[config.mk]
export PLATFORM = sky130hd
export DESIGN_NAME = viterbi_batch_ctrl_flat
export DESIGN_NICKNAME = d
export VERILOG_FILES = /design/src/rtl/viterbi_batch_ctrl_if.sv /design/src/rtl/viterbi_batch_ctrl.sv /design/src/flat_wrapper.sv
export SDC_FILE = /design/constraint.sdc
export NUM_CORES = 1
export LEC_CHECK = 0
export CAP_MARGIN = 20
export CORE_MARGIN = 8
export CORE_UTILIZATION = 43
export CTS_CLUSTER_DIAMETER = 30
export DETAILED_ROUTE_END_ITERATION = 8
export GPL_TIMING_DRIVEN = 0
export PLACE_DENSITY = 0.64
export SETUP_SLACK_MARGIN = 0.4
export SLEW_MARGIN = 15
export SYNTH_ARGS = -nofsm -noshare
export SYNTH_HDL_FRONTEND = slang
export SYNTH_SLANG_ARGS = --single-unit
export TNS_END_PERCENT = 1
[constraint.sdc]
create_clock -name clk -period 4.4 [get_ports clk]
set_clock_uncertainty 0.2 [all_clocks]
set_input_delay 0.88 -clock clk [delete_from_list [all_inputs] [get_ports clk]]
set_output_delay 0.88 -clock clk [all_outputs]
set_load 0.01 [all_outputs]
[src/rtl/viterbi_batch_ctrl_if.sv]
// BRAM port B and Viterbi decoder signal bundle shared by the batch controller
// (master) and the memory/decoder side (slave).
interface viterbi_batch_ctrl_if #(
  parameter int LENIN  = 10,
  parameter int LENOUT = 5,
  parameter int SOW    = 16
);
  logic [15:0]       mem_addr;
  logic [7:0]        mem_din;
  logic              mem_wen;
  logic [7:0]        mem_dout;
  logic              dec_rst;
  logic [LENIN-1:0]  dec_codein;
  logic [SOW-1:0]    dec_state_out;
  logic [LENOUT-1:0] dec_codeout;
  logic              dec_finish;

  modport master (
    output mem_addr, mem_din, mem_wen, dec_rst, dec_codein, dec_state_out,
    input  mem_dout, dec_codeout, dec_finish
  );

  modport slave (
    input  mem_addr, mem_din, mem_wen, dec_rst, dec_codein, dec_state_out,
    output mem_dout, dec_codeout, dec_finish
  );
endinterface

[src/rtl/viterbi_batch_ctrl.sv]
// Batch sequencer: reads a job table from BRAM, runs the Viterbi decoder once per
// job, writes results, a saturating total cycle count and a status byte.
module viterbi_batch_ctrl #(
  parameter int LENIN    = 10,
  parameter int LENOUT   = 5,
  parameter int SOW      = 16,
  parameter int MAX_JOBS = 32,
  parameter int TIMEOUT  = 1024
) (
  input  logic                clk,
  input  logic                rstn,
  input  logic                memctl,
  viterbi_batch_ctrl_if.master bus,
  output logic                trigger,
  output logic                busy
);
  localparam int              CW          = $clog2(TIMEOUT + 1);
  localparam logic [CW-1:0]   TIMEOUT_CNT = CW'(TIMEOUT);
  localparam logic [7:0]      MAX_N       = 8'(MAX_JOBS);
  localparam logic [15:0]     JOB_BASE    = 16'd16;
  localparam logic [15:0]     RES_BASE    = 16'd160;
  localparam logic [15:0]     CYC_BASE    = 16'd200;
  localparam logic [15:0]     STAT_ADDR   = 16'd204;

  typedef enum logic [2:0] {
    IDLE, RD_HDR, RD_JOB, RUN, WR_RES, WR_CYC, WR_STAT, DONE
  } state_t;

  state_t         state;
  logic [2:0]     phase;
  logic [7:0]     n_jobs;
  logic [7:0]     job;
  logic [CW-1:0]  job_cnt;
  logic [31:0]    total;
  logic [7:0]     b0, b1, b2;
  logic           flag_tmo, flag_bad;

  logic [7:0]     result_byte;
  logic [32:0]    sum_wide;
  logic [31:0]    total_sum;
  logic [31:0]    total_shr;
  logic [15:0]    code_word;
  logic [15:0]    state_word;
  logic [7:0]     next_job;
  logic [15:0]    next_base;
  logic [CW-1:0]  cnt_inc;
  logic [7:0]     status;
  logic           more_jobs;

  // NOTE: every always_comb output gets a default first so no path can infer a latch.
  always_comb begin
    result_byte                = '0;
    result_byte[LENOUT-1:0]    = bus.dec_codeout;
    sum_wide                   = {1'b0, total} + 33'(job_cnt);
    total_sum                  = sum_wide[32] ? 32'hFFFF_FFFF : sum_wide[31:0];
    total_shr                  = total >> {phase + 3'd1, 3'b000};
    code_word                  = {b1, b0};
    state_word                 = {bus.mem_dout, b2};
    next_job                   = job + 8'd1;
    next_base                  = JOB_BASE + {6'd0, next_job, 2'b00};
    cnt_inc                    = job_cnt + 1'b1;
    status                     = {5'd0, flag_bad, flag_tmo, 1'b1};
    more_jobs                  = next_job < n_jobs;
  end

  // NOTE: all state is updated with non-blocking assignments so every register
  // samples pre-edge values regardless of statement order.
  always_ff @(posedge clk or negedge rstn) begin
    if (!rstn) begin
      state             <= IDLE;
      phase             <= '0;
      n_jobs            <= '0;
      job               <= '0;
      job_cnt           <= '0;
      total             <= '0;
      b0                <= '0;
      b1                <= '0;
      b2                <= '0;
      flag_tmo          <= 1'b0;
      flag_bad          <= 1'b0;
      bus.mem_addr      <= '0;
      bus.mem_din       <= '0;
      bus.mem_wen       <= 1'b0;
      bus.dec_rst       <= 1'b0;
      bus.dec_codein    <= '0;
      bus.dec_state_out <= '0;
      trigger           <= 1'b0;
      busy              <= 1'b0;
    end else if (memctl) begin
      // ARM reclaims the memory: abort from any state and forget the batch.
      state        <= IDLE;
      phase        <= '0;
      job          <= '0;
      total        <= '0;
      flag_tmo     <= 1'b0;
      flag_bad     <= 1'b0;
      bus.mem_addr <= '0;
      bus.mem_din  <= '0;
      bus.mem_wen  <= 1'b0;
      bus.dec_rst  <= 1'b0;
      trigger      <= 1'b0;
      busy         <= 1'b0;
    end else begin
      case (state)
        IDLE: begin
          state        <= RD_HDR;
          phase        <= '0;
          bus.mem_addr <= '0;
          busy         <= 1'b1;
        end
        RD_HDR: begin
          if (phase == 3'd0) begin
            phase <= 3'd1;
          end else begin
            n_jobs <= bus.mem_dout;
            phase  <= '0;
            if (bus.mem_dout == 8'd0 || bus.mem_dout > MAX_N) begin
              flag_bad     <= bus.mem_dout > MAX_N;
              state        <= WR_CYC;
              bus.mem_addr <= CYC_BASE;
              bus.mem_din  <= total[7:0];
              bus.mem_wen  <= 1'b1;
            end else begin
              job          <= '0;
              state        <= RD_JOB;
              bus.mem_addr <= JOB_BASE;
            end
          end
        end
        RD_JOB: begin
          // Address leads data by one cycle: byte k lands on the edge ending phase k+1.
          phase <= phase + 3'd1;
          if (phase < 3'd3) bus.mem_addr <= bus.mem_addr + 16'd1;
          case (phase)
            3'd1: b0 <= bus.mem_dout;
            3'd2: b1 <= bus.mem_dout;
            3'd3: b2 <= bus.mem_dout;
            3'd4: begin
              bus.dec_codein    <= code_word[LENIN-1:0];
              bus.dec_state_out <= state_word[SOW-1:0];
              bus.dec_rst       <= 1'b1;
              job_cnt           <= '0;
              phase             <= '0;
              state             <= RUN;
            end
            default: ;
          endcase
        end
        RUN: begin
          job_cnt <= cnt_inc;
          if (bus.dec_finish || cnt_inc == TIMEOUT_CNT) begin
            if (!bus.dec_finish) flag_tmo <= 1'b1;
            bus.mem_din  <= bus.dec_finish ? result_byte : 8'hFF;
            bus.mem_addr <= RES_BASE + {8'd0, job};
            bus.mem_wen  <= 1'b1;
            bus.dec_rst  <= 1'b0;
            state        <= WR_RES;
          end
        end
        WR_RES: begin
          total <= total_sum;
          phase <= '0;
          if (more_jobs) begin
            job          <= next_job;
            bus.mem_addr <= next_base;
            bus.mem_wen  <= 1'b0;
            state        <= RD_JOB;
          end else begin
            bus.mem_addr <= CYC_BASE;
            bus.mem_din  <= total_sum[7:0];
            state        <= WR_CYC;
          end
        end
        WR_CYC: begin
          if (phase == 3'd3) begin
            bus.mem_addr <= STAT_ADDR;
            bus.mem_din  <= status;
            state        <= WR_STAT;
          end else begin
            phase        <= phase + 3'd1;
            bus.mem_addr <= bus.mem_addr + 16'd1;
            bus.mem_din  <= total_shr[7:0];
          end
        end
        WR_STAT: begin
          bus.mem_wen <= 1'b0;
          trigger     <= 1'b1;
          busy        <= 1'b0;
          state       <= DONE;
        end
        DONE: ;
        default: state <= IDLE;
      endcase
    end
  end
endmodule

[src/flat_wrapper.sv]
// flat-port wrapper written by rule: the top's interface ports become plain ports
module viterbi_batch_ctrl_flat 
#(
  parameter int LENIN    = 10,
  parameter int LENOUT   = 5,
  parameter int SOW      = 16,
  parameter int MAX_JOBS = 32,
  parameter int TIMEOUT  = 1024
)
  (clk, rstn, memctl, trigger, busy, bus_mem_addr, bus_mem_din, bus_mem_wen, bus_dec_rst, bus_dec_codein, bus_dec_state_out, bus_mem_dout, bus_dec_codeout, bus_dec_finish);
  viterbi_batch_ctrl_if #(.LENIN(LENIN), .LENOUT(LENOUT), .SOW(SOW)) bus_i ();
  input  logic clk;
  input  logic rstn;
  input  logic memctl;
  output logic trigger;
  output logic busy;
  output wire logic [$bits(bus_i.mem_addr)-1:0] bus_mem_addr;
  output wire logic [$bits(bus_i.mem_din)-1:0] bus_mem_din;
  output wire logic [$bits(bus_i.mem_wen)-1:0] bus_mem_wen;
  output wire logic [$bits(bus_i.dec_rst)-1:0] bus_dec_rst;
  output wire logic [$bits(bus_i.dec_codein)-1:0] bus_dec_codein;
  output wire logic [$bits(bus_i.dec_state_out)-1:0] bus_dec_state_out;
  input wire logic [$bits(bus_i.mem_dout)-1:0] bus_mem_dout;
  input wire logic [$bits(bus_i.dec_codeout)-1:0] bus_dec_codeout;
  input wire logic [$bits(bus_i.dec_finish)-1:0] bus_dec_finish;
  assign bus_mem_addr = bus_i.mem_addr;
  assign bus_mem_din = bus_i.mem_din;
  assign bus_mem_wen = bus_i.mem_wen;
  assign bus_dec_rst = bus_i.dec_rst;
  assign bus_dec_codein = bus_i.dec_codein;
  assign bus_dec_state_out = bus_i.dec_state_out;
  assign bus_i.mem_dout = bus_mem_dout;
  assign bus_i.dec_codeout = bus_dec_codeout;
  assign bus_i.dec_finish = bus_dec_finish;
  viterbi_batch_ctrl #(.LENIN(LENIN), .LENOUT(LENOUT), .SOW(SOW), .MAX_JOBS(MAX_JOBS), .TIMEOUT(TIMEOUT)) u_core (.clk(clk), .rstn(rstn), .memctl(memctl), .bus(bus_i), .trigger(trigger), .busy(busy));
endmodule
; Word level (Yosys, flattened, before mapping)
; Index checks and enable logic that the tools add are counted.
[totals]
regBits = 139
out_inout_bits = 54
input_bits = 17
word_cells = 153
[op_classes]
n_reduce_logical = 36
n_bitwise = 2
muxes = 61
shift = 1
addsub = 7
eq_ne = 24
order_cmp = 3
[op_table]
columns = operator, n
row1 = $mux 16, 6
row2 = $mux 32, 3
row3 = $mux 8, 12
row4 = $pmux 16 s6, 1
row5 = $add 32x11->33, 1
row6 = $pmux 8 s4, 1
row7 = $shr 32x6->8, 1
row8 = $mux 3, 10
row9 = $reduce_and 3->1, 9
row10 = $pmux 11 s2, 1
row11 = $pmux 3 s7, 1
row12 = $mux 1, 20
row13 = $add 16x1->16 const B, 1
row14 = $pmux 8 s2, 1
row15 = $ne 3x2->1 const B, 5
row16 = $ne 3x3->1 const B, 5
row17 = $reduce_and 5->1, 3
row18 = $reduce_bool 5->1, 3
row19 = $reduce_bool 2->1, 7
row20 = $eq 3x2->1 const B, 4
row21 = $eq 3x3->1 const B, 4
row22 = $pmux 3 s4, 1
row23 = $add 11x1->11 const B, 1
row24 = $add 5x10->11 const A, 1
row25 = 22 further kinds, 32

; Logic depth before layout (Yosys ltp)
; Gate-level depths: netlist (run 1).
[depth]
depth_word = 6
ltp_mapped = 15
depth_no_buf = 13

; Least setup slack after synthesis (run 1)
; OpenSTA, ideal clock, no wires.
[synth_path]
path_type = register to register
from = reg u_core.job[0]
to = reg u_core.job[0]
period_less_slack_ns = 3.032
setup_slack_ns = 1.368
path_stages_with_launch = 15
setup_ns = 0.125
arrival_time_ns = 2.707
path_cell_list = dfrtp_1 -> ha_1 -> nand3_1 -> nor2_1 -> xnor2_1 -> inv_1 -> ha_1 -> a21oi_1 -> nand2_1 -> a31oi_1 -> o21a_1 -> or2_1 -> buf_6 -> a21oi_4 -> mux2_4
[synth_between]
elab_chain_len = 4
[synth_lines]
columns = item, line
row1 = from (decl), viterbi_batch_ctrl.sv:32  ; logic [7:0] job;
row2 = from (signal assigned), viterbi_batch_ctrl.sv:164  ; job <= next_job;
row3 = $add 8x1->8 (*), viterbi_batch_ctrl.sv:59  ; next_job = job + 8'd1;
row4 = $lt 8x8->1 or $mux 8 (tied branches), "viterbi_batch_ctrl.sv:63, viterbi_batch_ctrl.sv:163"
row5 = $ne 3x2->1 (no source line) or $pmux 8 s2 (tied branches), n/a
row6 = $reduce_and 4->1 (no source line) or $mux 8 (tied branches), n/a
; Mark *: on every way between the ends. The rest lies on a longest branch, timed or not. The select of a mux whose other input is x is not followed.
; A chain may end at the register's enable or synchronous reset.

; Final worst setup path (run 1)
; Same ends and word-level chain as after synthesis.

==> reports/summary.md, run 1 <==
## Setup path
- u_core.job[0] — worst flop-to-flop path endpoint
- 0.84 ns — reg2reg setup slack
- u_core.job[0] — Reg2Reg Launch Point
- register — Setup crit start kind
- reg2reg — critical path class
- 14 — Register-to-Register Path Depth
- register — element type at the critical path end
- 4.52 ns — Req. time, crit path
- 8 — maximum fanout count along the critical path
- 3.68 ns — endpoint arrival time on the critical path

## Yosys
- 865 — Post-Syn Instances
- 41.7% — share of the yosys chip area belonging to registers
- 100% — fraction of synthesis flops using an asynchronous set or reset pin
- 8330 um^2 — synthesized area
- 139 — synthesis-stage register bit count
- 0 — EDFF count, synth
- sky130_fd_sc_hd__dfrtp_1 — primary flip-flop cell chosen by synthesis mapping
- 83 — number of distinct library cell variants in the gate-level netlist after synthesis
- 9.63 um^2 — mean post-synth cell area
- 910 — net count after synthesis
- 0 — Synth Warn #

## Drt
- 705 — drt initial violations
- 19.1 um — wire length per cell
- 0 — count of unresolved DRC violations after routing
- 5.81 — average vias per placed instance
- 7,171 — routed vias
- 23,600 um — DRT Wirelength
- 0 — number of antenna-violating nets in the routed design
- 5 — number of detailed-route iterations in the first pass

## Floorplanning
- 155 um — floorplan die width
- 51 — number of rows created at floorplan
- 71 — number of top-level pins
- 155 um — Chip Height
- 43.2% — initial core utilization
- 24,100 um^2 — die area
- 19,300 um^2 — Floorplan Core Area

## Clock tree
- 0.07 ns — clock input transition at the sequential cells of the worst setup and hold paths
- 0 — quantity of gates resized following cts
- 0.43 ns — clock latency on the worst-skew pair
- sky130_fd_sc_hd__clkbuf_16 — clock tree root buffer cell
- 0 — Post CTS Setup Buffer Count
- 0 — hold bufs inserted after CTS
- 2 — maximum clock insertion buffer count
- 4 — number of H-tree branching levels
- 17 — number of buffers created by CTS
- 139 — Clock Sinks
- yes — CTS tree

## Power
- 0.000341 V — peak supply drop
- 0.00440 uW — Pleak
- 465 nW/um^2 — P per Cell Area
- 2860 uW — internal power of the cells
- 38.8% — proportion of total power due to net switching
- 1810 uW — Switch Pwr
- 35.2% — sequential group share of total power
- 33.2% — share of total power in combinational logic
- 31.7% — share of total power in the clock network
- 4670 uW — overall power of the completed layout

## GRT
- 0 — number of antenna violations at the first check in global routing
- 20.2% — GRT Overall Usage
- 76 — pin count of the biggest net entering global routing
- 38,700 um — wire length of the first global-routing pass
- 7,028 — via count of the first global-routing pass
- 0 — global-route congestion overflow total

## Final layout
- 1,002 — final net count
- 20.4% — relative area change from synthesis to final layout
- 14.4% — ratio of cells with drive above 1 in the final layout
- 10,000 um^2 — Non-Filler Cell Area, Final
- 1,235 — number of cells in the finished layout apart from fillers
- 0 — number of antenna cells inserted

## Timing
- 0 ns — TNS Setup
- 31.3% — relative max-transition margin
- false — setup repair after global routing missed its margin
- 3.56 ns — min Tclk post-route
- 0 — number of failing setup endpoints in the final timing report
- 281 MHz — Fmax achieved
- 0 — Slew Viols, Final
- 0 — final-report hold violation count
- 80.8% — share of the clock period used by the worst path
- 0.161 ns — worst hold slack
- 1.02 ns — measured slew at the worst slew-check pin

## Placement
- 1,202 — total placed cells including tap cells
- 9400 um^2 — cell area after placement
- 17,100 um — detailed placement HPWL
- 0.890 — global placer's final weighted congestion
- 70 — total of buffers placed on input and output ports

## Flow run
- 0 — Max Cap Violations

## Min path
- in2async — class of the most critical hold timing path

## Run status
- finished clean — result of the run

[per-stage QoR]
step	util [%]	worst slack, ns
after global placement	48.6	-3.57
after global routing	52.1	0.556
final	52.1	0.843
after detailed placement	48.8	0.469
after CTS	52.0	0.805
after floorplan	-	1.37
[metal layers]
| layer | global-route usage, % | up-vias | wire length [um] |
|---|---|---|---|
| met3 | 3.61 | 34 | 1310 |
| met1 | 28.2 | 3507 | 11300 |
| met5 | 0 | - | 0 |
| met2 | 31.3 | 225 | 10600 |
| li1 | - | 3405 | - |
| met4 | 6.10 | 0 | 431 |
[how the worst max path moves through the flow]
stage / slack [ns] / depth (start not counted) / startpoint / endpoint
CTS: 0.80 / 14 / u_core.job[0] / u_core.job[0]
global placement: -3.57 / 1 / rstn / u_core.bus.dec_codein[0]
detailed placement: 0.47 / 8 / memctl / u_core.job_cnt[5]
global route: 0.56 / 14 / u_core.job[0] / u_core.job[0]
finish: 0.84 / 14 / u_core.job[0] / u_core.job[0]
floorplan: 1.37 / 14 / u_core.job[0] / u_core.job[0]
[registers in the layout, indices dropped and copies added, names as in the netlist]
register,count
u_core.bus.mem_din,8
u_core.flag_bad,1
u_core.n_jobs,8
u_core.total,32
u_core.phase,3
u_core.b2,8
u_core.job_cnt,11
u_core.bus.mem_addr,16
u_core.busy,1
u_core.job,8
u_core.flag_tmo,1
u_core.state,3
u_core.bus.dec_state_out,16
u_core.bus.dec_rst,1
u_core.b0,8
u_core.trigger,1
u_core.bus.dec_codein,10
u_core.bus.mem_wen,1
u_core.b1,2
[synth_stat cells (5+ instances only)]
cell type | instances | share of area (%)
sky130_fd_sc_hd__nand4_1 | 11 | 0.83
sky130_fd_sc_hd__nor3_1 | 19 | 1.1
sky130_fd_sc_hd__o22ai_1 | 7 | 0.53
sky130_fd_sc_hd__and3_1 | 17 | 1.3
sky130_fd_sc_hd__o21ai_1 | 6 | 0.36
sky130_fd_sc_hd__o211ai_1 | 5 | 0.45
sky130_fd_sc_hd__mux4_2 | 8 | 2.2
sky130_fd_sc_hd__and4_1 | 7 | 0.74
sky130_fd_sc_hd__a21o_1 | 9 | 0.81
sky130_fd_sc_hd__and2_1 | 6 | 0.45
sky130_fd_sc_hd__a41oi_1 | 6 | 0.63
sky130_fd_sc_hd__a22o_1 | 10 | 1.1
sky130_fd_sc_hd__a211oi_1 | 12 | 1.1
sky130_fd_sc_hd__xor2_1 | 14 | 1.5
sky130_fd_sc_hd__a211o_1 | 5 | 0.53
sky130_fd_sc_hd__a21oi_1 | 42 | 2.5
sky130_fd_sc_hd__dfrtp_1 | 139 | 42
sky130_fd_sc_hd__nor2_1 | 73 | 3.3
sky130_fd_sc_hd__mux2_2 | 46 | 6.2
sky130_fd_sc_hd__xnor2_1 | 11 | 1.2
sky130_fd_sc_hd__nand2_1 | 90 | 4.1
sky130_fd_sc_hd__o21ai_0 | 60 | 3.6
sky130_fd_sc_hd__a311oi_1 | 5 | 0.53
sky130_fd_sc_hd__o31ai_1 | 10 | 0.90
sky130_fd_sc_hd__mux2_4 | 8 | 1.4
sky130_fd_sc_hd__nor2b_1 | 10 | 0.75
sky130_fd_sc_hd__a31oi_1 | 17 | 1.3
sky130_fd_sc_hd__clkbuf_1 | 23 | 1.0
sky130_fd_sc_hd__ha_1 | 27 | 4.1
sky130_fd_sc_hd__mux2i_1 | 8 | 0.96
sky130_fd_sc_hd__inv_1 | 21 | 0.95
sky130_fd_sc_hd__buf_2 | 8 | 0.48
sky130_fd_sc_hd__nand3_1 | 37 | 2.2
[power groups by stage]
| stage | Clock, uW | Sequential, uW | Combinational (uW) |
|---|---|---|---|
| floorplan | 0 | 1630 | 1020 |
| global placement | 0 | 1660 | 1510 |
| detailed placement | 0 | 1660 | 1530 |
| CTS | 1500 | 1640 | 1540 |
| global route | 1560 | 1670 | 1690 |
| finish | 1480 | 1640 | 1550 |
[layout make-up]
type / instances / area (um^2)
Fill cell: 1794 / 9240
Inverter: 23 / 86.3
Multi-Input combinational cell: 660 / 4530
Buffer: 43 / 240
Clock buffer: 17 / 425
Timing Repair Buffer: 73 / 746
Clock inverter: 15 / 199
Sequential cell: 139 / 3480
Tap cell: 265 / 332
[critical path: stages, from the launching register on]
cell and delay [ns]:
sky130_fd_sc_hd__dfrtp_1 0.49, sky130_fd_sc_hd__ha_1 0.28, sky130_fd_sc_hd__nand3_1 0.16, sky130_fd_sc_hd__nor2_1 0.08, sky130_fd_sc_hd__xnor2_1 0.32, sky130_fd_sc_hd__inv_1 0.14
sky130_fd_sc_hd__ha_1 0.22, sky130_fd_sc_hd__a21oi_1 0.17, sky130_fd_sc_hd__nand2_1 0.07, sky130_fd_sc_hd__a31oi_1 0.32, sky130_fd_sc_hd__o21a_1 0.27, sky130_fd_sc_hd__or2_1 0.14
sky130_fd_sc_hd__buf_6 0.14, sky130_fd_sc_hd__a21oi_4 0.11, sky130_fd_sc_hd__mux2_4 0.35
[cell families after synthesis]
family	Yosys count	synth area share [%]
muxes	70	10.8
adders and majority gates	28	4.29
and+or+nand+nor	301	17.4
buffers and inverters	66	3.92
xor gates and xnor gates	25	2.63
AOI/OAI and AO/OA	236	19.2
DFF	139	41.7
[cell usage in the layout (no fill, tap or decap), types with 5 or more instances in the layout]
cell and count:
sky130_fd_sc_hd__nand2_1 90, sky130_fd_sc_hd__o31ai_1 10, sky130_fd_sc_hd__o21ai_0 60, sky130_fd_sc_hd__buf_2 9
sky130_fd_sc_hd__clkinv_8 7, sky130_fd_sc_hd__o22ai_1 7, sky130_fd_sc_hd__ha_1 27, sky130_fd_sc_hd__clkbuf_1 23
sky130_fd_sc_hd__xnor2_1 11, sky130_fd_sc_hd__mux2i_1 8, sky130_fd_sc_hd__a41oi_1 6, sky130_fd_sc_hd__nor3_1 19
sky130_fd_sc_hd__clkdlybuf4s50_1 69, sky130_fd_sc_hd__a211oi_1 12, sky130_fd_sc_hd__and3_1 17, sky130_fd_sc_hd__a211o_1 5
sky130_fd_sc_hd__and2_1 6, sky130_fd_sc_hd__dfrtp_1 139, sky130_fd_sc_hd__inv_1 21, sky130_fd_sc_hd__nand3_1 37
sky130_fd_sc_hd__o211ai_1 5, sky130_fd_sc_hd__a21o_1 9, sky130_fd_sc_hd__nand4_1 11, sky130_fd_sc_hd__a31oi_1 17
sky130_fd_sc_hd__a21oi_1 42, sky130_fd_sc_hd__nor2_1 73, sky130_fd_sc_hd__o21ai_1 6, sky130_fd_sc_hd__a311oi_1 5
sky130_fd_sc_hd__mux2_2 46, sky130_fd_sc_hd__and4_1 7, sky130_fd_sc_hd__mux2_4 8, sky130_fd_sc_hd__a22o_1 10
sky130_fd_sc_hd__nor2b_1 10, sky130_fd_sc_hd__xor2_1 14, sky130_fd_sc_hd__mux4_2 8, sky130_fd_sc_hd__clkbuf_16 17
No activity file was read; power rests on OpenSTA's default activity.
==> run 2: changes to the inputs <==
clock period = 3.55 ns   (was 4.4 ns; I/O delays follow)
==> reports/summary.md, run 2 (same netlist as run 1, synthesis figures left out) <==
## Run status
- complete, but fails checks — result of the run
- hold timing — violated checks

## Timing
- 0.399 ns — Final WS setup, -0.444 ns
- 0 — Slew Viols, Final, unchanged
- 3.15 ns — min Tclk post-route, -0.406 ns
- 2 — final-report hold violation count, +2
- 88.8% — share of the clock period used by the worst path, +7.9 points
- -0.00794 ns — worst hold slack, -0.169 ns
- 317 MHz — Fmax achieved, +13%
- 0.702 ns — measured slew at the worst slew-check pin, -0.320 ns
- 0 — number of failing setup endpoints in the final timing report, unchanged
- true — setup repair after global routing missed its margin
- 53.2% — relative max-transition margin, +22 points

## Floorplanning
- 71 — number of top-level pins, unchanged
- 155 um — floorplan die width, unchanged
- 24,100 um^2 — die area, unchanged
- 51 — number of rows created at floorplan, unchanged
- 155 um — Chip Height, unchanged
- 19,300 um^2 — Floorplan Core Area, unchanged
- 43.2% — initial core utilization, unchanged

## Final layout
- 4670 um^2 — area of combinational cells with multiple inputs, +3.2%
- 3490 um^2 — flip-flop and latch area, +0.22%
- 1,758 — fill cell count, -2.0%
- 10,300 um^2 — Non-Filler Cell Area, Final, +2.2%
- 17.7% — ratio of cells with drive above 1 in the final layout, +3.2 points
- 23.1% — relative area change from synthesis to final layout
- u_core.total (32), u_core.bus.dec_state_out (16), u_core.bus.mem_addr (16) — biggest registers after layout
- 53.2% — Util after Layout, +1.2 points
- sky130_fd_sc_hd__dfrtp_1 — most common library cell in the layout ignoring fill and taps
- u_core.total — Biggest register
- 1,011 — final net count, +0.90%
- 32 — number of flip-flops under the largest register name, unchanged
- sky130_fd_sc_hd__dfrtp_1, sky130_fd_sc_hd__nand2_1, sky130_fd_sc_hd__nor2_1 — leading cell types in the layout, fill and taps excluded
- 0 — number of antenna cells inserted, unchanged

## Drt
- 7,275 — routed vias, +1.5%
- 19.2 um — wire length per cell, +0.43%
- 23,900 um — DRT Wirelength, +1.2%
- 5.85 — average vias per placed instance, +0.72%
- 0 — count of unresolved DRC violations after routing, unchanged
- 0 — number of antenna-violating nets in the routed design, unchanged
- 713 — drt initial violations, +1.1%
- 5 — number of detailed-route iterations in the first pass, unchanged

## Placement
- 0.890 — global placer's final weighted congestion, unchanged
- 17,100 um — detailed placement HPWL, unchanged
- 70 — total of buffers placed on input and output ports, unchanged
- -0.211 ns — pre-CTS setup slack, -0.680 ns
- 9400 um^2 — cell area after placement, unchanged

## Clock tree
- sky130_fd_sc_hd__clkbuf_16 — clock tree root buffer cell
- 0.07 ns — clock input transition at the sequential cells of the worst setup and hold paths, about the same
- 2 — maximum clock insertion buffer count, unchanged
- 4 — number of H-tree branching levels, unchanged
- 17 — number of buffers created by CTS, unchanged
- 0.44 ns — clock latency on the worst-skew pair, about the same
- 139 — Clock Sinks, unchanged
- yes — CTS tree

## GRT
- 0 — number of antenna violations at the first check in global routing, unchanged
- 38,700 um — wire length of the first global-routing pass, unchanged
- 0 — global-route congestion overflow total, unchanged
- 7,028 — via count of the first global-routing pass, unchanged
- 76 — pin count of the biggest net entering global routing, unchanged
- 20.2% — GRT Overall Usage, unchanged

## Setup path
- u_core.job_cnt[5] — Reg2Reg Launch Point
- 3.32 ns — endpoint arrival time on the critical path, -0.36 ns
- reg2reg — critical path class
- register — element type at the critical path end
- 0.47 ns — largest incremental delay on the critical path, -0.02 ns
- 3.72 ns — Req. time, crit path, -0.80 ns
- compound AO/OA/AOI/OAI gates — crit-path leading delay family
- register — Setup crit start kind
- sky130_fd_sc_hd__dfrtp_1 — Crit-path slowest cell
- u_core.job_cnt[5] — Crit. Startpoint
- 9 — maximum fanout count along the critical path, +1
- ha_1 -> and3_1 -> a221oi_4 -> a22oi_2 -> and4_1 -> nand2_2 -> a311oi_1 -> mux2_4 — crit-path cells
- 0 — Worst Path Buf+Inv, -2

## Power
- 0.000424 V — peak supply drop, +24%
- 571 nW/um^2 — P per Cell Area, +23%
- 0.00445 uW — Pleak, +1.2%

## Min path
- in2async — class of the most critical hold timing path

## Flow run
- 0 — Max Cap Violations, unchanged

-- run 2: final cells by class --
cell class	instances	share of cell area, %
Clock inverter	15	1.94
Inverter	23	0.841
Timing Repair Buffer	82	7.93
Sequential cell	139	34.0
Tap cell	265	3.23
Clock buffer	17	4.15
Buffer	43	2.41
Multi-Input combinational cell	660	45.5
-- run 2: repair_timing --
item / CTS / global route
endpoints found under the hold margin: 0 / 0
pin swaps: 0 / 5
setup endpoints to repair: 82 / 63
setup buffers: 0 / 9
resized for setup: 5 / 35
hold buffers: 0 / 0
-- run 2: path summary, 6_finish.rpt --
check | endpoint | cells past startpoint | slack [ns]
worst max-delay path | u_core.bus.mem_din[0] | 8 | 0.40
worst min-delay path | u_core.bus.mem_addr[8] | 1 | -0.008
worst max register to register | u_core.bus.mem_din[0] | 8 | 0.40
worst min register to register | u_core.bus.mem_addr[15] | 1 | 0.29
max in group asynchronous | u_core.total[17] | 2 | 2.38
min in group clk | u_core.bus.mem_addr[15] | 1 | 0.29
-- run 2: metal layers --
metal	GRT usage (%)	share of wire [%]	vias to the layer above
met5	0	0	-
met3	3.61	6.6	29
li1	-	-	3440
met4	6.10	1.6	0
met1	28.2	47	3551
met2	31.3	45	255
-- run 2: worst reg2reg max path, stage by stage (launching register included) --
cell and delay, ns:
sky130_fd_sc_hd__dfrtp_1 0.47, sky130_fd_sc_hd__ha_1 0.45, sky130_fd_sc_hd__and3_1 0.24, sky130_fd_sc_hd__a221oi_4 0.10, sky130_fd_sc_hd__a22oi_2 0.47, sky130_fd_sc_hd__and4_1 0.41, sky130_fd_sc_hd__nand2_2 0.15, sky130_fd_sc_hd__a311oi_1 0.40
sky130_fd_sc_hd__mux2_4 0.22
-- run 2: power breakdown --
part	internal (uW)	switching [uW]
clock	964	867
combinational	803	1190
sequential	1810	225
-- run 2: metrics by stage --
| step | total power, uW | std cells | setup TNS (ns) |
|---|---|---|---|
| after global placement | 3930 | 1200 | -592.27 |
| after floorplan | 3280 | 865 | 0 |
| after global routing | 6160 | 1244 | 0 |
| after detailed placement | 3960 | 1202 | -5.28 |
| after CTS | 5800 | 1234 | 0 |
| final | 5860 | 1244 | 0 |
